### config.mk
export PLATFORM = sky130hd
export DESIGN_NAME = boot_loader_flat
export DESIGN_NICKNAME = d
export VERILOG_FILES = /design/src/rtl/boot_loader_if.sv /design/src/rtl/boot_loader.sv /design/src/flat_wrapper.sv
export SDC_FILE = /design/constraint.sdc
export NUM_CORES = 1
export LEC_CHECK = 0
export CAP_MARGIN = 20
export CORE_MARGIN = 5
export CORE_UTILIZATION = 35
export DETAILED_ROUTE_END_ITERATION = 10
export GPL_ROUTABILITY_DRIVEN = 0
export PLACE_DENSITY = 0.6
export SLEW_MARGIN = 20
export SYNTH_ARGS = -nofsm -noshare
export SYNTH_HDL_FRONTEND = slang
export SYNTH_SLANG_ARGS = --single-unit
export TNS_END_PERCENT = 1
### constraint.sdc
create_clock -name clk -period 4.15 [get_ports clk]
set_clock_uncertainty 0.05 [all_clocks]
set_input_delay 0.6225 -clock clk [delete_from_list [all_inputs] [get_ports clk]]
set_output_delay 0.6225 -clock clk [all_outputs]
set_load 0.01 [all_outputs]
### src/rtl/boot_loader_if.sv
// Byte-stream and instruction-memory write bus of the boot loader.
// master: byte source / observer side; slave: the loader itself.
interface boot_loader_if #(
  parameter int ADDR_W = 10
);
  logic              rx_valid;
  logic [7:0]        rx_data;
  logic              rx_ready;
  logic              imem_we;
  logic [ADDR_W-1:0] imem_waddr;
  logic [31:0]       imem_wdata;
  logic              cpu_rstn;
  logic              boot_done;
  logic              boot_err;

  modport master (
    output rx_valid, rx_data,
    input  rx_ready, imem_we, imem_waddr, imem_wdata,
    input  cpu_rstn, boot_done, boot_err
  );

  modport slave (
    input  rx_valid, rx_data,
    output rx_ready, imem_we, imem_waddr, imem_wdata,
    output cpu_rstn, boot_done, boot_err
  );
endinterface

### src/rtl/boot_loader.sv
// Boot loader: receives a framed program image over a byte stream
// (0xA5, LEN_HI, LEN_LO, 4*N big-endian data bytes [, checksum]), writes
// each word into instruction memory and releases the CPU reset when done.
// Optional feature macro: BOOT_LOADER_CSUM_EN adds a trailing XOR checksum
// byte that must match the XOR of all data bytes.
// All outputs are decoded from registered state or driven by registers.
module boot_loader #(
  parameter int ADDR_W = 10
) (
  input  logic         clk,
  input  logic         rst,
  boot_loader_if.slave bus
);

  localparam logic [7:0]  SYNC_BYTE = 8'hA5;
  localparam int          IDX_W     = ADDR_W + 1;
  // Largest legal word count: the full memory capacity.
  localparam logic [16:0] MAX_WORDS = 17'(1) << ADDR_W;

  typedef enum logic [2:0] {
    SYNC,
    LEN_HI,
    LEN_LO,
    DATA,
    WRITE,
`ifdef BOOT_LOADER_CSUM_EN
    CSUM,
`endif
    RUN,
    ERROR
  } state_t;

  // Where the FSM goes once all words are written (or N = 0).
`ifdef BOOT_LOADER_CSUM_EN
  localparam state_t AFTER_DATA = CSUM;
`else
  localparam state_t AFTER_DATA = RUN;
`endif

  state_t            state_q;
  state_t            state_d;
  logic [15:0]       len_q;
  logic [IDX_W-1:0]  word_idx_q;
  logic [1:0]        byte_cnt_q;
  logic [31:0]       wdata_q;
`ifdef BOOT_LOADER_CSUM_EN
  logic [7:0]        csum_q;
`endif

  logic              accept;
  logic [15:0]       len_n;
  logic [16:0]       idx_next;
  logic              last_word;
  logic              rx_ready_c;
  logic              we_c;
  logic              run_c;
  logic              err_c;

  assign accept    = bus.rx_valid & rx_ready_c;
  assign len_n     = {len_q[15:8], bus.rx_data};
  assign idx_next  = 17'(word_idx_q) + 17'd1;
  assign last_word = (idx_next == {1'b0, len_q});

  // State register.
  always_ff @(posedge clk or posedge rst) begin
    if (rst) state_q <= SYNC;
    else     state_q <= state_d;
  end

  // Next-state logic and state-decoded outputs.
  always_comb begin
    state_d    = state_q;
    rx_ready_c = 1'b0;
    we_c       = 1'b0;
    run_c      = 1'b0;
    err_c      = 1'b0;
    case (state_q)
      SYNC: begin
        rx_ready_c = 1'b1;
        if (bus.rx_valid && bus.rx_data == SYNC_BYTE) state_d = LEN_HI;
      end
      LEN_HI: begin
        rx_ready_c = 1'b1;
        if (bus.rx_valid) state_d = LEN_LO;
      end
      LEN_LO: begin
        rx_ready_c = 1'b1;
        if (bus.rx_valid) begin
          if (len_n == 16'd0)                 state_d = AFTER_DATA;
          else if ({1'b0, len_n} > MAX_WORDS) state_d = ERROR;
          else                                state_d = DATA;
        end
      end
      DATA: begin
        rx_ready_c = 1'b1;
        if (bus.rx_valid && byte_cnt_q == 2'd3) state_d = WRITE;
      end
      WRITE: begin
        we_c    = 1'b1;
        state_d = last_word ? AFTER_DATA : DATA;
      end
`ifdef BOOT_LOADER_CSUM_EN
      CSUM: begin
        rx_ready_c = 1'b1;
        if (bus.rx_valid) state_d = (bus.rx_data == csum_q) ? RUN : ERROR;
      end
`endif
      RUN: begin
        run_c = 1'b1;
      end
      ERROR: begin
        err_c = 1'b1;
      end
      default: begin
        state_d = SYNC;
      end
    endcase
  end

  // Length capture, word/byte counters, big-endian word assembly, checksum.
  always_ff @(posedge clk or posedge rst) begin
    if (rst) begin
      len_q      <= '0;
      word_idx_q <= '0;
      byte_cnt_q <= '0;
      wdata_q    <= '0;
`ifdef BOOT_LOADER_CSUM_EN
      csum_q     <= '0;
`endif
    end else begin
      case (state_q)
        LEN_HI: if (accept) len_q[15:8] <= bus.rx_data;
        LEN_LO: if (accept) begin
          len_q[7:0] <= bus.rx_data;
          word_idx_q <= '0;
          byte_cnt_q <= '0;
`ifdef BOOT_LOADER_CSUM_EN
          csum_q     <= '0;
`endif
        end
        DATA: if (accept) begin
          wdata_q    <= {wdata_q[23:0], bus.rx_data};
          byte_cnt_q <= byte_cnt_q + 2'd1;
`ifdef BOOT_LOADER_CSUM_EN
          csum_q     <= csum_q ^ bus.rx_data;
`endif
        end
        WRITE: word_idx_q <= word_idx_q + IDX_W'(1);
        default: ;
      endcase
    end
  end

  assign bus.rx_ready   = rx_ready_c;
  assign bus.imem_we    = we_c;
  assign bus.imem_waddr = word_idx_q[ADDR_W-1:0];
  assign bus.imem_wdata = wdata_q;
  assign bus.cpu_rstn   = run_c;
  assign bus.boot_done  = run_c;
  assign bus.boot_err   = err_c;

endmodule

### src/flat_wrapper.sv
// flat-port wrapper written by rule: the top's interface ports become plain ports
module boot_loader_flat 
#(
  parameter int ADDR_W = 10
)
  (clk, rst, bus_rx_valid, bus_rx_data, bus_rx_ready, bus_imem_we, bus_imem_waddr, bus_imem_wdata, bus_cpu_rstn, bus_boot_done, bus_boot_err);
  boot_loader_if #(.ADDR_W(ADDR_W)) bus_i ();
  input  logic clk;
  input  logic rst;
  input wire logic [$bits(bus_i.rx_valid)-1:0] bus_rx_valid;
  input wire logic [$bits(bus_i.rx_data)-1:0] bus_rx_data;
  output wire logic [$bits(bus_i.rx_ready)-1:0] bus_rx_ready;
  output wire logic [$bits(bus_i.imem_we)-1:0] bus_imem_we;
  output wire logic [$bits(bus_i.imem_waddr)-1:0] bus_imem_waddr;
  output wire logic [$bits(bus_i.imem_wdata)-1:0] bus_imem_wdata;
  output wire logic [$bits(bus_i.cpu_rstn)-1:0] bus_cpu_rstn;
  output wire logic [$bits(bus_i.boot_done)-1:0] bus_boot_done;
  output wire logic [$bits(bus_i.boot_err)-1:0] bus_boot_err;
  assign bus_i.rx_valid = bus_rx_valid;
  assign bus_i.rx_data = bus_rx_data;
  assign bus_rx_ready = bus_i.rx_ready;
  assign bus_imem_we = bus_i.imem_we;
  assign bus_imem_waddr = bus_i.imem_waddr;
  assign bus_imem_wdata = bus_i.imem_wdata;
  assign bus_cpu_rstn = bus_i.cpu_rstn;
  assign bus_boot_done = bus_i.boot_done;
  assign bus_boot_err = bus_i.boot_err;
  boot_loader #(.ADDR_W(ADDR_W)) u_core (.clk(clk), .rst(rst), .bus(bus_i));
endmodule
# Word-level counts from Yosys, hierarchy flattened
# Cells that the tools add are included.
# totals
ff_bits,64
in_bits,11
output_inout_bits,47
elab_cells,58
# classes
n_addsub,3
n_lt_le_gt_ge,1
n_eq_ne,15
muxes,17
n_bitwise,2
reduce_logical,14
# ops
cell,n
one-hot mux 11 bit (2 select lines),1
2-to-1 mux 3 bit,7
one-hot mux 3 bit (6 select lines),1
equality test 17 x 16 -> 1 bit,1
greater-than comparator 16 x 11 -> 1 bit (second input constant),1
zero test 16 bit,1
adder 11 x 1 -> 12 bit (second input constant),1
adder 11 x 1 -> 11 bit (second input constant),1
2-to-1 mux 11 bit,1
equality test 3 bit (second input constant),3
equality test 8 bit (second input constant),1
!= test 2 x 1 -> 1 bit (second input constant),4
AND reduction 2 bit,4
equality test 3 x 2 -> 1 bit (second input constant),2
AND reduction 5 bit,1
2-to-1 mux 1 bit,4
2-to-1 mux 2 bit,2
!= test 2 bit (second input constant),2
one-hot mux 2 bit (2 select lines),1
nonzero test 2 bit,2
OR reduction 4 bit,1
equality test 3 x 1 -> 1 bit (second input constant),1
zero test 3 bit,1
AND reduction 3 bit,1
6 further kinds,7

# Logic depth before layout (Yosys ltp)
# depth
depth_word,6
ltp_mapped,8
depth_no_buf,7

# Worst setup path after synthesis
# Ideal clock, no wire load.
# synth_timing
kind,flip-flop to flip-flop
startpoint,register u_core.word_idx_q[0]
endpoint,register u_core.state_q[1]
setup_time_ns,0.122
arrival_time_ns,1.958
required_time_ns,3.978
setup_slack_ns,2.020
path_stages_with_launch,9
n_path_buf,1
period_less_slack_ns,2.130
cell_sequence,dfrtp_1 ha_1 buf_4 nand2_1 o21a_1 or3_1 a221oi_2 o2111ai_1 o2bb2ai_1
# synth_via
elab_chain_cells,4
# synth_lines
element,line_no,rtl
from (decl),boot_loader.sv:43,logic [IDX_W-1:0] word_idx_q;
from (signal assigned),boot_loader.sv:148,WRITE: word_idx_q <= word_idx_q + IDX_W'(1);
adder 11 x 1 -> 12 bit,boot_loader.sv:61,assign idx_next = 17'(word_idx_q) + 17'd1;
equality test 17 x 16 -> 1 bit,boot_loader.sv:62,"assign last_word = (idx_next == {1'b0, len_q});"
2-to-1 mux 3 bit,boot_loader.sv:100,state_d = last_word ? AFTER_DATA : DATA;
one-hot mux 3 bit (6 select lines),boot_loader.sv:77,case (state_q)
to (signal assigned),boot_loader.sv:67,else state_q <= state_d;
to (decl),boot_loader.sv:40,state_t state_q;
# No other way between the ends.
# A chain may end at the register's enable or synchronous reset.

# Worst setup path after layout
# layout_timing
startpoint,register u_core.state_q[0]
endpoint,output bus_imem_we
# layout_via
elab_chain_cells,2
# layout_lines
element,line_no,rtl
equality test 3 bit,boot_loader.sv:77,
2-to-1 mux 1 bit,boot_loader.sv:77,
to (decl),flat_wrapper.sv:13,output wire logic [$bits(bus_i.imem_we)-1:0] bus_imem_we;
# No other way between the ends.

==> reports/qor.csv <==
metric,value,unit
grt_usage,0.132,
via_count,2254,
cts-buffers-inserted,9,
crit_required,3.48,ns
hold_path_class,reg -> reg,
cts_max_level,3,
cts_root_buf,clkbuf_8,
drv_cap,0,
antenna_found_initial,0,
seqCellArea,0.00160,sq mm
power_density,711,mW/mm^2
leakage,1.62,nW
post_cts_resized,0,
num_rows,34,
wl_per_cell,16.0,um
drc_errors,0,
status,"finished, final reports clean",
ir_worst_vdd,0.296,mV
cts_hold_buf,0,
setup_tns,0,ns
fillers,846,
first_iter_violations,105,
period_share,0.758,
ys.warnings.count,0,
drive_gt1_frac,0.233,
grt_pass1_wl,11.7,mm
synth_flop_cell,dfrtp_1,
totalWireLength,7.03,mm
layout_setup_ws,1.00,ns
die_width,106,um
ys_seq_area_frac,0.502,
path_clk_slew,0.07,ns
rsz0062_at_grt,no,
pin_count,58,
stdcell_count,439,
start_kind,register,
clock-sinks,64,
worstMarginPinSlew,0.865,ns
die_area,0.0111,sq mm
r2r_setup_slack,1.55,ns
hpwlAfterDp,5.01,mm
core_area,0.00881,sq mm
cp.arrival,2.47,ns
firstDrtPassIters,4,
path_class,reg -> out,
place_inst,423,
pre_cts_ws,1.31,ns
relSlewSlack,0.422,
stdcell_area,0.00397,sq mm
hold_viol,0,
synth-async-reset-ratio,1.00,
grt.overflow.total,0,
area_growth,24.3,%
synth_enable_flop_cells,0,
synth-seq-cells,64,
slew_viol_final,0,
portBuffers,57,
start_util,0.363,
p_total,2.82,mW
holdWs,0.452,ns
fp.dieH,106,um
cp-end-kind,output pin,
ant_nets,0,
synthCells,281,
antennaDiodeCount,0,
min_period,3.15,ns
fmax,0.318,GHz
synthDistinctLibCells,53,
finalSetupViolations,0,
insertion_delay,0.33,ns
cts_tree,yes,
vias_per_cell,5.13,
clk_path_buf_depth,2,
cp_max_fo,16,
final_util,0.451,
multiInputGateArea,0.00142,sq mm
num-nets-final,339,
syn_area_per_cell,11.4,sq um
place_area,0.00377,sq mm
cts_setup_buffers,0,
synth_fp_nets,294,
netlist_area,0.00319,sq mm
grt_max_degree,52,
first_global_vias,2262,
-- cell usage in the layout, fill, tap and decap left out, types with 2 or more instances in the layout --
cell type / netlist / routed
clkdlybuf4s50_1: 0 / 57
clkbuf_8: 0 / 10
buf_4: 12 / 3
mux2_2: 48 / 48
nand2_1: 21 / 21
a31oi_1: 2 / 2
nor2_1: 15 / 15
nand4_1: 3 / 3
and3_1: 2 / 2
clkinv_2: 0 / 3
inv_1: 5 / 4
xnor2_1: 10 / 10
nor3_1: 4 / 4
nand2b_1: 2 / 2
nor3b_1: 3 / 3
xor2_1: 3 / 3
o31ai_1: 4 / 4
o21ai_0: 18 / 18
nand3_1: 8 / 8
nand3_2: 2 / 2
dfrtp_1: 64 / 64
nor4_1: 3 / 3
o211ai_1: 3 / 3
a21oi_1: 6 / 6
ha_1: 2 / 2
-- sequential cells by signal, summed over array words and instances, names as in the netlist --
register and flops:
u_core.bus.imem_wdata 32, u_core.state_q 3, u_core.byte_cnt_q 2, u_core.len_q 16
u_core.word_idx_q 11
-- worst paths after layout --
check,cells after the start,startpoint,endpoint
worst max-delay path,4,u_core.state_q[0],bus_imem_we
worst min-delay path,2,u_core.byte_cnt_q[1],u_core.byte_cnt_q[1]
worst max register to register,7,u_core.word_idx_q[0],u_core.state_q[1]
worst min register to register,2,u_core.byte_cnt_q[1],u_core.byte_cnt_q[1]
max in group asynchronous,3,rst,u_core.bus.imem_wdata[12]
min in group asynchronous,2,rst,u_core.bus.imem_wdata[25]
-- cell type report --
type / instances / share of cell area
Clock buffer: 11 / 0.0356
Clock inverter: 5 / 0.0142
Inverter: 6 / 0.00599
Multi-Input combinational cell: 185 / 0.357
Sequential cell: 64 / 0.404
Tap cell: 108 / 0.0341
Timing Repair Buffer: 60 / 0.149
-- critical path, stage by stage, from the launching register on --
cell and delay [ns]:
dfrtp_1 0.62, nor2_1 0.17, nand2_1 0.43, clkinv_1 0.36
clkdlybuf4s50_1 0.57
-- power breakdown --
part / switching [mW] / internal (mW) / total, mW
combinational: 0.438 / 0.688 / 1.13
sequential: 0.268 / 0.895 / 1.16
clock: 0.238 / 0.293 / 0.531
-- synthesized netlist by cell type, types with 5 or more instances --
cell type / n / area, sq um
a21oi_1: 6 / 30.0
buf_4: 12 / 90.1
clkbuf_1: 9 / 33.8
dfrtp_1: 64 / 1600
inv_1: 5 / 18.8
mux2_2: 48 / 541
nand2_1: 21 / 78.8
nand3_1: 8 / 40.0
nor2_1: 15 / 56.3
o21ai_0: 18 / 90.1
xnor2_1: 10 / 87.6
-- logic make-up (layout without fill, tap and decap cells) --
| family | after synthesis | count (layout) | share of synthesized area |
|---|---|---|---|
| buf+inv | 32 | 82 | 0.0549 |
| xor+xnor | 14 | 14 | 0.0431 |
| flops | 64 | 64 | 0.502 |
| compound gates | 48 | 48 | 0.101 |
| fa+ha+maj | 2 | 2 | 0.00784 |
| mux | 48 | 48 | 0.169 |
| simple gates | 73 | 73 | 0.123 |
-- metal layers --
| metal | vias up | share of wire | GRT usage |
|---|---|---|---|
| li1 | 1089 | - | - |
| met1 | 1131 | 0.48 | 0.173 |
| met2 | 28 | 0.49 | 0.214 |
| met3 | 6 | 0.027 | 0.0293 |
| met4 | 0 | 0.012 | 0.0490 |
| met5 | - | 0 | 0 |
Note: power is estimated with default switching activity, not from simulation.
